### src/rtl/pwm_cfg_seq.sv
// pwm_cfg_seq: single-master Wishbone sequencer that reprograms one pwm_timer
// channel. The sequence is: quiesce the counter, write period and duty,
// re-enable with the requested control byte, then read the period back.
//
// state    | meaning
// ---------+-------------------------------------------------------------
// IDLE     | waiting for a command, o_req_ready high
// W_CTRL0  | write CTRL with counter_enable (bit 2) cleared
// GAP      | one idle bus cycle, successor taken from step_q
// W_PER    | write PERIODn
// W_DC     | write DCn
// W_CTRL1  | write CTRL with the requested control byte
// R_PER    | read PERIODn back, compare against the captured period
// DONE     | result pulse cycle (o_done or o_err), then back to IDLE
module pwm_cfg_seq #(
    parameter logic [15:0] BASE    = 16'h0000,
    parameter int          TIMEOUT = 16
) (
    input  logic        i_clk,
    input  logic        i_rst,
    input  logic        i_req_valid,
    output logic        o_req_ready,
    input  logic [1:0]  i_req_ch,
    input  logic [15:0] i_req_period,
    input  logic [15:0] i_req_dc,
    input  logic [7:0]  i_req_ctrl,
    output logic        o_done,
    output logic        o_err,
    output logic [1:0]  o_err_code,
    output logic        o_wb_cyc,
    output logic        o_wb_stb,
    output logic        o_wb_we,
    output logic [15:0] o_wb_adr,
    output logic [15:0] o_wb_data,
    input  logic        i_wb_ack,
    input  logic [15:0] i_wb_data
);

    typedef enum logic [2:0] {
        ST_IDLE,
        ST_W_CTRL0,
        ST_GAP,
        ST_W_PER,
        ST_W_DC,
        ST_W_CTRL1,
        ST_R_PER,
        ST_DONE
    } state_t;

    // Last counter value before an unacknowledged access is abandoned.
    localparam logic [7:0] TMO_LAST = 8'(TIMEOUT - 1);

    localparam logic [1:0] ERR_TIMEOUT  = 2'b01;
    localparam logic [1:0] ERR_READBACK = 2'b10;

    state_t      state_q, state_d;
    state_t      step_q, step_d;
    logic [1:0]  ch_q, ch_d;
    logic [15:0] per_q, per_d;
    logic [15:0] dc_q, dc_d;
    logic [7:0]  ctrl_q, ctrl_d;
    logic [7:0]  tmo_q, tmo_d;
    logic        ready_q, ready_d;
    logic        done_q, done_d;
    logic        err_q, err_d;
    logic [1:0]  code_q, code_d;
    logic        cyc_q, cyc_d;
    logic        we_q, we_d;
    logic [15:0] adr_q, adr_d;
    logic [15:0] wdat_q, wdat_d;

    logic        accept;
    logic        access;
    logic [15:0] per_adr;
    logic [15:0] dc_adr;

    // Next-state, command capture, timeout and next-cycle bus outputs.
    // Bus outputs are decoded from state_d so they are registered alongside
    // the state and never follow i_wb_ack combinationally.
    always_comb begin
        state_d = state_q;
        step_d  = step_q;
        ch_d    = ch_q;
        per_d   = per_q;
        dc_d    = dc_q;
        ctrl_d  = ctrl_q;
        tmo_d   = 8'd0;
        done_d  = 1'b0;
        err_d   = 1'b0;
        code_d  = code_q;
        cyc_d   = 1'b0;
        we_d    = 1'b0;
        adr_d   = 16'h0000;
        wdat_d  = 16'h0000;
        per_adr = 16'h0000;
        dc_adr  = 16'h0000;

        accept = i_req_valid & ready_q;
        access = (state_q == ST_W_CTRL0) || (state_q == ST_W_PER) ||
                 (state_q == ST_W_DC)    || (state_q == ST_W_CTRL1) ||
                 (state_q == ST_R_PER);

        case (state_q)
            ST_IDLE: begin
                if (accept) begin
                    ch_d    = i_req_ch;
                    per_d   = i_req_period;
                    dc_d    = i_req_dc;
                    ctrl_d  = i_req_ctrl;
                    code_d  = 2'b00;
                    state_d = ST_W_CTRL0;
                end
            end
            ST_GAP:     state_d = step_q;
            ST_W_CTRL0: step_d  = ST_W_PER;
            ST_W_PER:   step_d  = ST_W_DC;
            ST_W_DC:    step_d  = ST_W_CTRL1;
            ST_W_CTRL1: step_d  = ST_R_PER;
            ST_R_PER:   step_d  = ST_IDLE;
            ST_DONE:    state_d = ST_IDLE;
            default:    state_d = ST_IDLE;
        endcase

        // Acknowledge wins over a timeout landing on the same edge.
        if (access) begin
            if (i_wb_ack) begin
                if (state_q == ST_R_PER) begin
                    state_d = ST_DONE;
                    if (i_wb_data == per_q) begin
                        done_d = 1'b1;
                    end else begin
                        err_d  = 1'b1;
                        code_d = ERR_READBACK;
                    end
                end else begin
                    state_d = ST_GAP;
                end
            end else if (tmo_q == TMO_LAST) begin
                state_d = ST_DONE;
                err_d   = 1'b1;
                code_d  = ERR_TIMEOUT;
            end else begin
                tmo_d = tmo_q + 8'd1;
            end
        end

        per_adr = BASE + 16'd4 + {12'd0, ch_d, 2'b00};
        dc_adr  = per_adr + 16'd2;

        case (state_d)
            ST_W_CTRL0: begin
                cyc_d  = 1'b1;
                we_d   = 1'b1;
                adr_d  = BASE;
                wdat_d = {8'h00, ctrl_d & 8'hFB};
            end
            ST_W_PER: begin
                cyc_d  = 1'b1;
                we_d   = 1'b1;
                adr_d  = per_adr;
                wdat_d = per_d;
            end
            ST_W_DC: begin
                cyc_d  = 1'b1;
                we_d   = 1'b1;
                adr_d  = dc_adr;
                wdat_d = dc_d;
            end
            ST_W_CTRL1: begin
                cyc_d  = 1'b1;
                we_d   = 1'b1;
                adr_d  = BASE;
                wdat_d = {8'h00, ctrl_d};
            end
            ST_R_PER: begin
                cyc_d  = 1'b1;
                adr_d  = per_adr;
            end
            default: begin
                cyc_d  = 1'b0;
            end
        endcase

        ready_d = (state_d == ST_IDLE);
    end

    // State, captured command and registered outputs; reset drops the bus at once.
    always_ff @(posedge i_clk or negedge i_rst) begin
        if (!i_rst) begin
            state_q <= ST_IDLE;
            step_q  <= ST_IDLE;
            ch_q    <= 2'd0;
            per_q   <= 16'h0000;
            dc_q    <= 16'h0000;
            ctrl_q  <= 8'h00;
            tmo_q   <= 8'd0;
            ready_q <= 1'b1;
            done_q  <= 1'b0;
            err_q   <= 1'b0;
            code_q  <= 2'b00;
            cyc_q   <= 1'b0;
            we_q    <= 1'b0;
            adr_q   <= 16'h0000;
            wdat_q  <= 16'h0000;
        end else begin
            state_q <= state_d;
            step_q  <= step_d;
            ch_q    <= ch_d;
            per_q   <= per_d;
            dc_q    <= dc_d;
            ctrl_q  <= ctrl_d;
            tmo_q   <= tmo_d;
            ready_q <= ready_d;
            done_q  <= done_d;
            err_q   <= err_d;
            code_q  <= code_d;
            cyc_q   <= cyc_d;
            we_q    <= we_d;
            adr_q   <= adr_d;
            wdat_q  <= wdat_d;
        end
    end

    assign o_req_ready = ready_q;
    assign o_done      = done_q;
    assign o_err       = err_q;
    assign o_err_code  = code_q;
    assign o_wb_cyc    = cyc_q;
    assign o_wb_stb    = cyc_q;
    assign o_wb_we     = we_q;
    assign o_wb_adr    = adr_q;
    assign o_wb_data   = wdat_q;

endmodule
### config.mk
export PLATFORM = sky130hd
export DESIGN_NAME = pwm_cfg_seq
export DESIGN_NICKNAME = d
export VERILOG_FILES = /design/src/rtl/pwm_cfg_seq.sv
export SDC_FILE = /design/constraint.sdc
export NUM_CORES = 1
export LEC_CHECK = 0
export BUFFER_PORTS_ARGS = -buffer_cell sky130_fd_sc_hd__buf_2
export CORE_MARGIN = 4
export CORE_UTILIZATION = 39
export CTS_CLUSTER_SIZE = 8
export DETAILED_ROUTE_END_ITERATION = 10
export PLACE_DENSITY = 0.69
export RECOVER_POWER = 25
export SKIP_CTS_REPAIR_TIMING = 1
export SYNTH_ARGS = -nofsm -noshare
export SYNTH_HDL_FRONTEND = slang
export SYNTH_SLANG_ARGS = --single-unit
export TNS_END_PERCENT = 100
### constraint.sdc
create_clock -name i_clk -period 2 [get_ports i_clk]
set_input_delay 0.4 -clock i_clk [delete_from_list [all_inputs] [get_ports i_clk]]
set_output_delay 0.4 -clock i_clk [all_outputs]
set_load 0.02 [all_outputs]
==> results of run 1 <==
==> cell families (layout without fill, tap and decap cells) <==
family / count (synthesis) / after routing / synth area share
multiplexers: 18 / 18 / 0.0558
AO/OA/AOI/OAI: 58 / 58 / 0.120
AND/OR/NAND/NOR: 146 / 147 / 0.170
buffers and inverters: 40 / 142 / 0.0648
adder cells (fa/ha/maj): 2 / 2 / 0.00641
XOR/XNOR: 22 / 22 / 0.0494
flip-flops: 83 / 83 / 0.533
other: 1 / 12 / 0.000961
==> final timing paths <==
path	start	to
setup / recovery	state_q[2]	o_wb_data[0]
hold / removal	i_req_dc[12]	dc_q[12]
setup reg to reg	state_q[2]	o_wb_data[0]
hold reg to reg	tmo_q[0]	tmo_q[0]
max in group asynchronous	i_rst	tmo_q[5]
min in group asynchronous	i_rst	dc_q[12]
==> stage by stage <==
step	instance area, um2	cells	setup slack (ns)
3_5_place_dp	4550	594	-0.0854
4_1_cts	4750	610	-0.0963
2_1_floorplan	3950	381	-0.0964
3_3_place_gp	4550	594	0.0149
6_report	4840	617	0.0369
5_1_grt	4840	617	-0.0242
==> sequential cells by signal, summed over array words and instances, names as in the netlist, 2 cells and up <==
signal	flops
tmo_q	8
ch_q	2
dc_q	16
per_q	16
ctrl_q	8
o_wb_data	16
step_q	3
o_wb_adr	4
state_q	3
o_err_code	2
==> where the power goes <==
part / internal (mW) / switching (mW)
clock: 0.616 / 0.609
combinational: 1.52 / 2.03
sequential: 2.30 / 0.270
==> routing by layer <==
metal	up-vias	share of wire	GRT usage
met4	0	0.021	0.0613
li1	1452	-	-
met3	17	0.073	0.0442
met5	-	0	0
met1	1470	0.44	0.220
met2	114	0.47	0.255
==> synthesized netlist by cell type (5+ instances only) <==
cell type / number / area, um2
xor2_1: 18 / 158
buf_4: 14 / 105
inv_1: 5 / 18.8
dfrtp_1: 82 / 2050
a21oi_1: 7 / 35.0
buf_2: 15 / 75.1
mux2_4: 5 / 75.1
nand3_1: 11 / 55.1
a211oi_1: 9 / 67.6
nand2_1: 95 / 357
mux2_2: 9 / 101
o21ai_0: 9 / 45.0
nor2_1: 16 / 60.1
a32o_1: 16 / 160
==> critical path, delay by kind of cell, from the launching register on <==
kind,cells,cell delay [ns]
AOI/OAI and AO/OA,1,0.21
DFF,1,0.38
buffers and inverters,1,0.17
muxes,2,0.64
and+or+nand+nor,2,0.46
==> layout make-up <==
| class | instances | area (um2) | share of cell area |
|---|---|---|---|
| clock inverters | 5 | 61.3 | 0.0127 |
| inverters | 5 | 18.8 | 0.00388 |
| well taps | 133 | 166 | 0.0344 |
| flip-flops and latches | 83 | 2080 | 0.429 |
| multi-input cells | 259 | 1650 | 0.341 |
| clock buffers | 11 | 141 | 0.0292 |
| repair buffers | 121 | 723 | 0.149 |
==> impl_metrics.csv, run 1 <==
group,metric,value,unit
timing,hold_violations,0,
timing,min_period,1.96,ns
power,p_per_area,1520,nW/um2
cts,cts-root-buf,"clkbuf_8",
yosys,yosys_warnings,0,
power,power,7.34,mW
yosys,yosysUniqueCellTypes,51,
layout,fill_cells,905,
timing,max_freq,509,MHz
global_routing,grt_max_degree,61,
yosys,synth-seq-cells,83,
placement,place_hpwl,7020,um
timing,whs,0.259,ns
layout,fin_util,0.495,
floorplanning,die_w,108,um
floorplanning,dieHeight,108,um
setup_path,cp-end-kind,"flop",
setup_path,crit_slowest_cell,"dfrtp_1",
cts,cts_made_buffers,9,
yosys,syn-instance-count,370,
layout,syn_to_final_growth,24.1,%
setup_path,cpPeakStageDelay,0.38,ns
global_routing,gr-total-overflow,0,
yosys,synthesis.area,3900,um2
global_routing,grt_pass1_wl,14800,um
cts,path_clk_slew,0.09,ns
timing,final_max_slew_viol_count,0,
floorplanning,placementRows,36,
routing,vias,3053,
yosys,ys.flop_type,"dfrtp_1",
placement,port_buffers,89,
timing,fin_tns_setup,0,ns
floorplanning,io_pins,102,
setup_path,r2r_slack,0.04,ns
setup_path,required,2.24,ns
outcome,status,"finished clean",
placement,routabilityCongestion,0.790,
cts,cts_sinks,83,
layout,layout.nets,543,
setup_path,cp-start-kind,"flop",
worst_hold_path,min_path_cells,3,
routing,drt_iter0_markers,204,
setup_path,path_class,"reg -> reg",
cts,h-tree-depth,3,
power,power.leakage,2.50,nW
routing,first_pass_iters,4,
routing,drc_errors,0,
global_routing,grt.total_usage,0.164,
floorplanning,core_area,9770,um2
timing,skew,0.0108,ns
global_routing,grt_pass1_vias,3030,
setup_path,cp_max_fo,7,
yosys,synth_seq_area_share,0.533,
timing,setup_viol,0,
routing,wl,9530,um
worst_hold_path,hold_class,"in -> reg",
cts,clk_path_buf_depth,2,
layout,final_common_cell,"nand2_1",
timing,rsz0062_at_grt,"true",
setup_path,arrival,2.20,ns
global_routing,antenna_found_initial,0,
timing,slew_headroom,0.462,
yosys,synth_edf_count,0,
yosys,synth_area_per_cell,10.5,um2
floorplanning,die_area,11700,um2
floorplanning,start_util,0.399,
layout,most-common-layout-cells,"94 x nand2_1, 88 x buf_2, 82 x dfrtp_1, 27 x buf_4, 18 x xor2_1",
routing,wire_per_inst,15.4,um
setup_path,path_cells,"or2_2 -> nor2_4 -> buf_4 -> mux2_2 -> mux2_4 -> a32o_1",
job,maxCapViolCount,0,
timing,period_share,0.982,
setup_path,r2r_cells,6,
routing,routed_via_density,4.95,
routing,drtAntennaViolNets,0,
cts,tritoncts,"built",
timing,worst_pin_slew,0.807,ns
power,vdd_ir_drop_max,0.739,mV
layout,drive_gt1_frac,0.357,
cts,worstSkewPairLatency,0.35,ns
yosys,async_flop_share,1.00,
layout,antenna_cells,0,
Power figures use the tool's default switching activity.
==> run 2, diff against run 1 <==
Settings changed: GPL_TIMING_DRIVEN from default to 0.
==> impl_metrics.csv, run 2 (synthesis gave the netlist of run 1 again) <==
group,metric,value,unit
job,maxCapViolCount,0,
cts,tritoncts,"built",
layout,design_area,5020,um2
floorplanning,io_pins,102,
global_routing,gr-total-overflow,0,
global_routing,grt_pass1_wl,15500,um
routing,drt_iter0_markers,255,
placement,place_hpwl,7100,um
placement,place_area,4590,um2
setup_path,crit_slowest_cell,"dfrtp_1",
floorplanning,dieHeight,108,um
routing,drtAntennaViolNets,0,
layout,most-common-layout-cells,"94 x nand2_1, 93 x buf_2, 82 x dfrtp_1, 29 x buf_4, 18 x xor2_1",
power,power,7.79,mW
routing,wire_per_inst,15.8,um
timing,worst_pin_slew,1.04,ns
floorplanning,die_w,108,um
setup_path,path_cells,"ha_2 -> and3_4 -> a211o_1 -> and2_4 -> buf_12 -> mux2_4 -> a32o_1",
placement,place_ws,-0.504,ns
layout,fin_util,0.513,
timing,slew_headroom,0.304,
global_routing,grt_max_degree,43,
layout,multi_input_area,1660,um2
timing,rsz0062_at_grt,"true",
timing,max_freq,477,MHz
timing,min_period,2.10,ns
timing,period_share,1.05,
setup_path,cp-end-kind,"flop",
cts,h-tree-depth,3,
layout,drive_gt1_frac,0.382,
layout,regArea,2080,um2
routing,first_pass_iters,4,
setup_path,required,2.25,ns
layout,antenna_cells,0,
layout,syn_to_final_growth,28.6,%
cts,worstSkewPairLatency,0.35,ns
placement,dp.cells,604,
floorplanning,start_util,0.399,
layout,fin_cells,633,
setup_path,path_class,"reg -> reg",
layout,final_common_cell,"nand2_1",
global_routing,grt_pass1_vias,3118,
floorplanning,placementRows,36,
setup_path,cp_max_fo,6,
setup_path,cp-start-kind,"flop",
placement,port_buffers,89,
routing,vias,3107,
timing,hold_violations,0,
routing,wl,9980,um
outcome,violations,"negative setup slack",
cts,clk_path_buf_depth,2,
routing,drc_errors,0,
timing,fin_tns_setup,-0.846,ns
layout,fill_cells,912,
cts,cts_sinks,83,
floorplanning,core_area,9770,um2
outcome,status,"complete, but fails checks",
placement,routabilityCongestion,0.809,
cts,cts_made_buffers,9,
global_routing,antenna_found_initial,0,
power,vdd_ir_drop_max,0.729,mV
timing,fin_ws,-0.0984,ns
global_routing,grt.total_usage,0.172,
timing,setup_viol,16,
setup_path,cpPeakStageDelay,0.41,ns
timing,whs,0.216,ns
power,p_per_area,1550,nW/um2
power,power.leakage,2.64,nW
worst_hold_path,hold_class,"in -> async",
floorplanning,die_area,11700,um2
routing,routed_via_density,4.91,
cts,cts-root-buf,"clkbuf_8",
timing,skew,0.00771,ns
setup_path,arrival,2.34,ns
timing,final_max_slew_viol_count,0,
cts,path_clk_slew,0.08,ns
layout,layout.nets,560,
[run 2: cell types whose count changed in the layout (fill, tap and decap cells not counted), sizes merged]
cell,before,now
clkinvlp,3,0
clkbuf,12,17
bufinv,1,3
buf,119,131
clkinv,0,3
and2,3,2
inv,6,5
dlygate4sd3,1,0
[run 2: worst max-delay path: cells and delay by family (launching register included)]
kind / cells / cell delay (ns)
flip-flops: 1 / 0.41
AO/OA/AOI/OAI: 2 / 0.54
AND/OR/NAND/NOR: 2 / 0.40
adder cells (fa/ha/maj): 1 / 0.20
multiplexers: 1 / 0.30
buffers and inverters: 1 / 0.14
[run 2: worst paths after layout]
kind                               from            to  slack (ns)  cells after the start
min in group i_clk         i_req_dc[13]      dc_q[13]        0.26                      3
hold reg to reg                tmo_q[0]      tmo_q[0]        0.48                      1
setup reg to reg               tmo_q[0]  o_wb_data[1]        -0.1                      7
hold / removal                    i_rst      dc_q[12]        0.22                      1
setup / recovery               tmo_q[0]  o_wb_data[1]        -0.1                      7
max in group asynchronous         i_rst   o_wb_adr[1]        0.57                      2
[run 2: layer usage]
| metal | global-route usage | vias to the layer above | routed length (um) |
|---|---|---|---|
| met5 | 0 | - | 0 |
| met4 | 0.0821 | 0 | 198 |
| met3 | 0.0293 | 15 | 614 |
| met2 | 0.259 | 96 | 4780 |
| met1 | 0.243 | 1506 | 4380 |
| li1 | - | 1490 | - |
[run 2: power by group]
group          internal, mW  switching [mW]  total, mW  leakage [nW]
registers              2.30           0.285       2.58          1.08
clock network         0.816           0.589       1.41         0.119
logic                  1.70            2.11       3.80          1.44
[run 2: final cells by class]
cell class / instances / share of cell area
buffer: 33 / 0.0546
clock buffer: 9 / 0.0247
clock inverter: 6 / 0.0210
inverter: 5 / 0.00374
multi-input combinational: 258 / 0.330
sequential: 83 / 0.414
tap: 133 / 0.0332
timing repair buffer: 106 / 0.118
==> run 3, diff against run 2 <==
Settings changed: CORE_MARGIN 4 to 2, MAX_ROUTING_LAYER from default to met4.
==> impl_metrics.csv, run 3 (synthesis gave the netlist of run 1 again) <==
group,metric,value,unit
routing,met2_length,4500,um
routing,met3WireLength,456,um
global_routing,grt_max_degree,74,
timing,setup_viol,7,
placement,place_ws,-0.473,ns
power,p_per_area,1530,nW/um2
cts,cts_made_buffers,9,
power,pwr-share-comb,0.474,
outcome,violations,"negative setup slack",
layout,layout.nets,556,
setup_path,arrival,2.31,ns
worst_hold_path,min_to,"dc_q[13]",
cts,tritoncts,"built",
worst_hold_path,min_path_cells,3,
setup_path,crit_slowest_cell,"dfrtp_1",
power,vdd_ir_drop_max,0.498,mV
global_routing,gr-total-overflow,0,
timing,worst_pin_slew,0.643,ns
setup_path,path_buf_inv,1,
placement,port_buffers,89,
timing,min_period,2.06,ns
floorplanning,io_pins,102,
setup_path,path_class,"reg -> reg",
floorplanning,placementRows,36,
cts,clk_path_buf_depth,2,
setup_path,crit_family,"compound AO/OA/AOI/OAI gates",
setup_path,required,2.25,ns
timing,slew_headroom,0.571,
timing,period_share,1.03,
global_routing,antenna_found_initial,0,
setup_path,path_cells,"ha_2 -> and3_4 -> a211o_1 -> and2_4 -> buf_12 -> mux2_4 -> a32o_1",
routing,vias,3080,
power,clkPwrFrac,0.188,
placement,routabilityCongestion,0.810,
power,power,7.60,mW
setup_path,r2r_slack,-0.06,ns
setup_path,cpPeakStageDelay,0.40,ns
placement,place_area,4590,um2
timing,hold_violations,0,
routing,first_pass_iters,5,
layout,most-common-layout-cells,"94 x nand2_1, 93 x buf_2, 81 x dfrtp_1, 28 x buf_4, 18 x xor2_1",
power,internal_power,4.68,mW
layout,final_common_cell,"nand2_1",
timing,skew,0.0140,ns
cts,path_clk_slew,0.09,ns
routing,wire_per_inst,14.9,um
floorplanning,core_area,9730,um2
job,maxCapViolCount,0,
layout,fill_cells,895,
routing,drc_errors,0,
power,power_switching_share,0.385,
layout,fin_util,0.512,
routing,met1_length,4300,um
worst_hold_path,hold_class,"in -> reg",
power,seqPwrFrac,0.337,
setup_path,cp-start-kind,"flop",
routing,top_layer,"met4",
floorplanning,die_w,104,um
outcome,status,"complete, but fails checks",
cts,h-tree-depth,3,
routing,wl,9390,um
timing,final_max_slew_viol_count,0,
setup_path,r2r_cells,7,
routing,drt_iter0_markers,152,
floorplanning,die_area,10800,um2
setup_path,cp_max_fo,8,
setup_path,cp-end-kind,"flop",
routing,routed_via_density,4.90,
setup_path,reg2reg_from,"tmo_q[0]",
floorplanning,start_util,0.401,
layout,drive_gt1_frac,0.379,
power,switching_power,2.93,mW
floorplanning,dieHeight,104,um
global_routing,grt_pass1_wl,15200,um
layout,syn_to_final_growth,27.6,%
placement,place_hpwl,6900,um
power,power.leakage,2.61,nW
routing,drtAntennaViolNets,0,
layout,design_area,4980,um2
global_routing,grt.total_usage,0.184,
layout,antenna_cells,0,
cts,cts_sinks,83,
cts,worstSkewPairLatency,0.36,ns
cts,cts-root-buf,"clkbuf_8",
timing,fin_ws,-0.0567,ns
timing,rsz0062_at_grt,"true",
setup_path,r2r_end,"o_wb_data[1]",
global_routing,grt_pass1_vias,3064,
worst_hold_path,min-delay-start,"i_req_dc[13]",
timing,max_freq,486,MHz
-- run 3: cell type report --
type                       count  area, um2  share of cell area
tap                          133        166              0.0334
buffer                        32        253              0.0508
clock inverter                 6        113              0.0226
clock buffer                   9        124              0.0249
sequential                    83       2080               0.418
timing repair buffer         103        559               0.112
inverter                       5       18.8             0.00377
multi-input combinational    258       1660               0.334
-- run 3: worst max-delay path by stage --
stage	start	endpoint	slack, ns	depth (start not counted)
after floorplan	tmo_q[0]	o_wb_data[0]	-0.1	9
after global placement	state_q[1]	o_wb_adr[3]	-0.40	9
after detailed placement	state_q[1]	o_wb_adr[3]	-0.47	9
after CTS	state_q[1]	o_wb_adr[3]	-0.51	9
after global routing	tmo_q[0]	o_wb_data[1]	-0.11	7
final	tmo_q[0]	o_wb_data[1]	-0.06	7
-- run 3: worst reg2reg max path, delay by kind of cell, from the launching register on --
family | cells | cell delay, ns
AOI/OAI and AO/OA | 2 | 0.53
muxes | 1 | 0.30
buffers and inverters | 1 | 0.14
and+or+nand+nor | 2 | 0.39
adders and majority gates | 1 | 0.19
DFF | 1 | 0.40
-- run 3: power groups by stage --
stage / clock network (mW) / logic [mW] / registers, mW
after floorplan: 0 / 2.25 / 2.74
after global placement: 0 / 3.26 / 2.56
after detailed placement: 0 / 3.34 / 2.59
after CTS: 1.47 / 3.36 / 2.56
after global routing: 1.55 / 3.93 / 2.63
final: 1.43 / 3.61 / 2.57
-- run 3: per-stage QoR --
stage	hold WS, ns	setup TNS (ns)	std cells
final	0.251	-0.241	629
after detailed placement	0.253	-4.28	604
after global placement	0.447	-11.10	603
after CTS	-0.133	-5.02	619
after floorplan	0.104	-0.726	381
after global routing	0.258	-0.971	629
-- run 3: metal layers --
layer	GRT usage	vias up
li1	-	1485
met1	0.245	1489
met2	0.286	94
met3	0.0338	12
met4	0.0598	0
met5	-	-
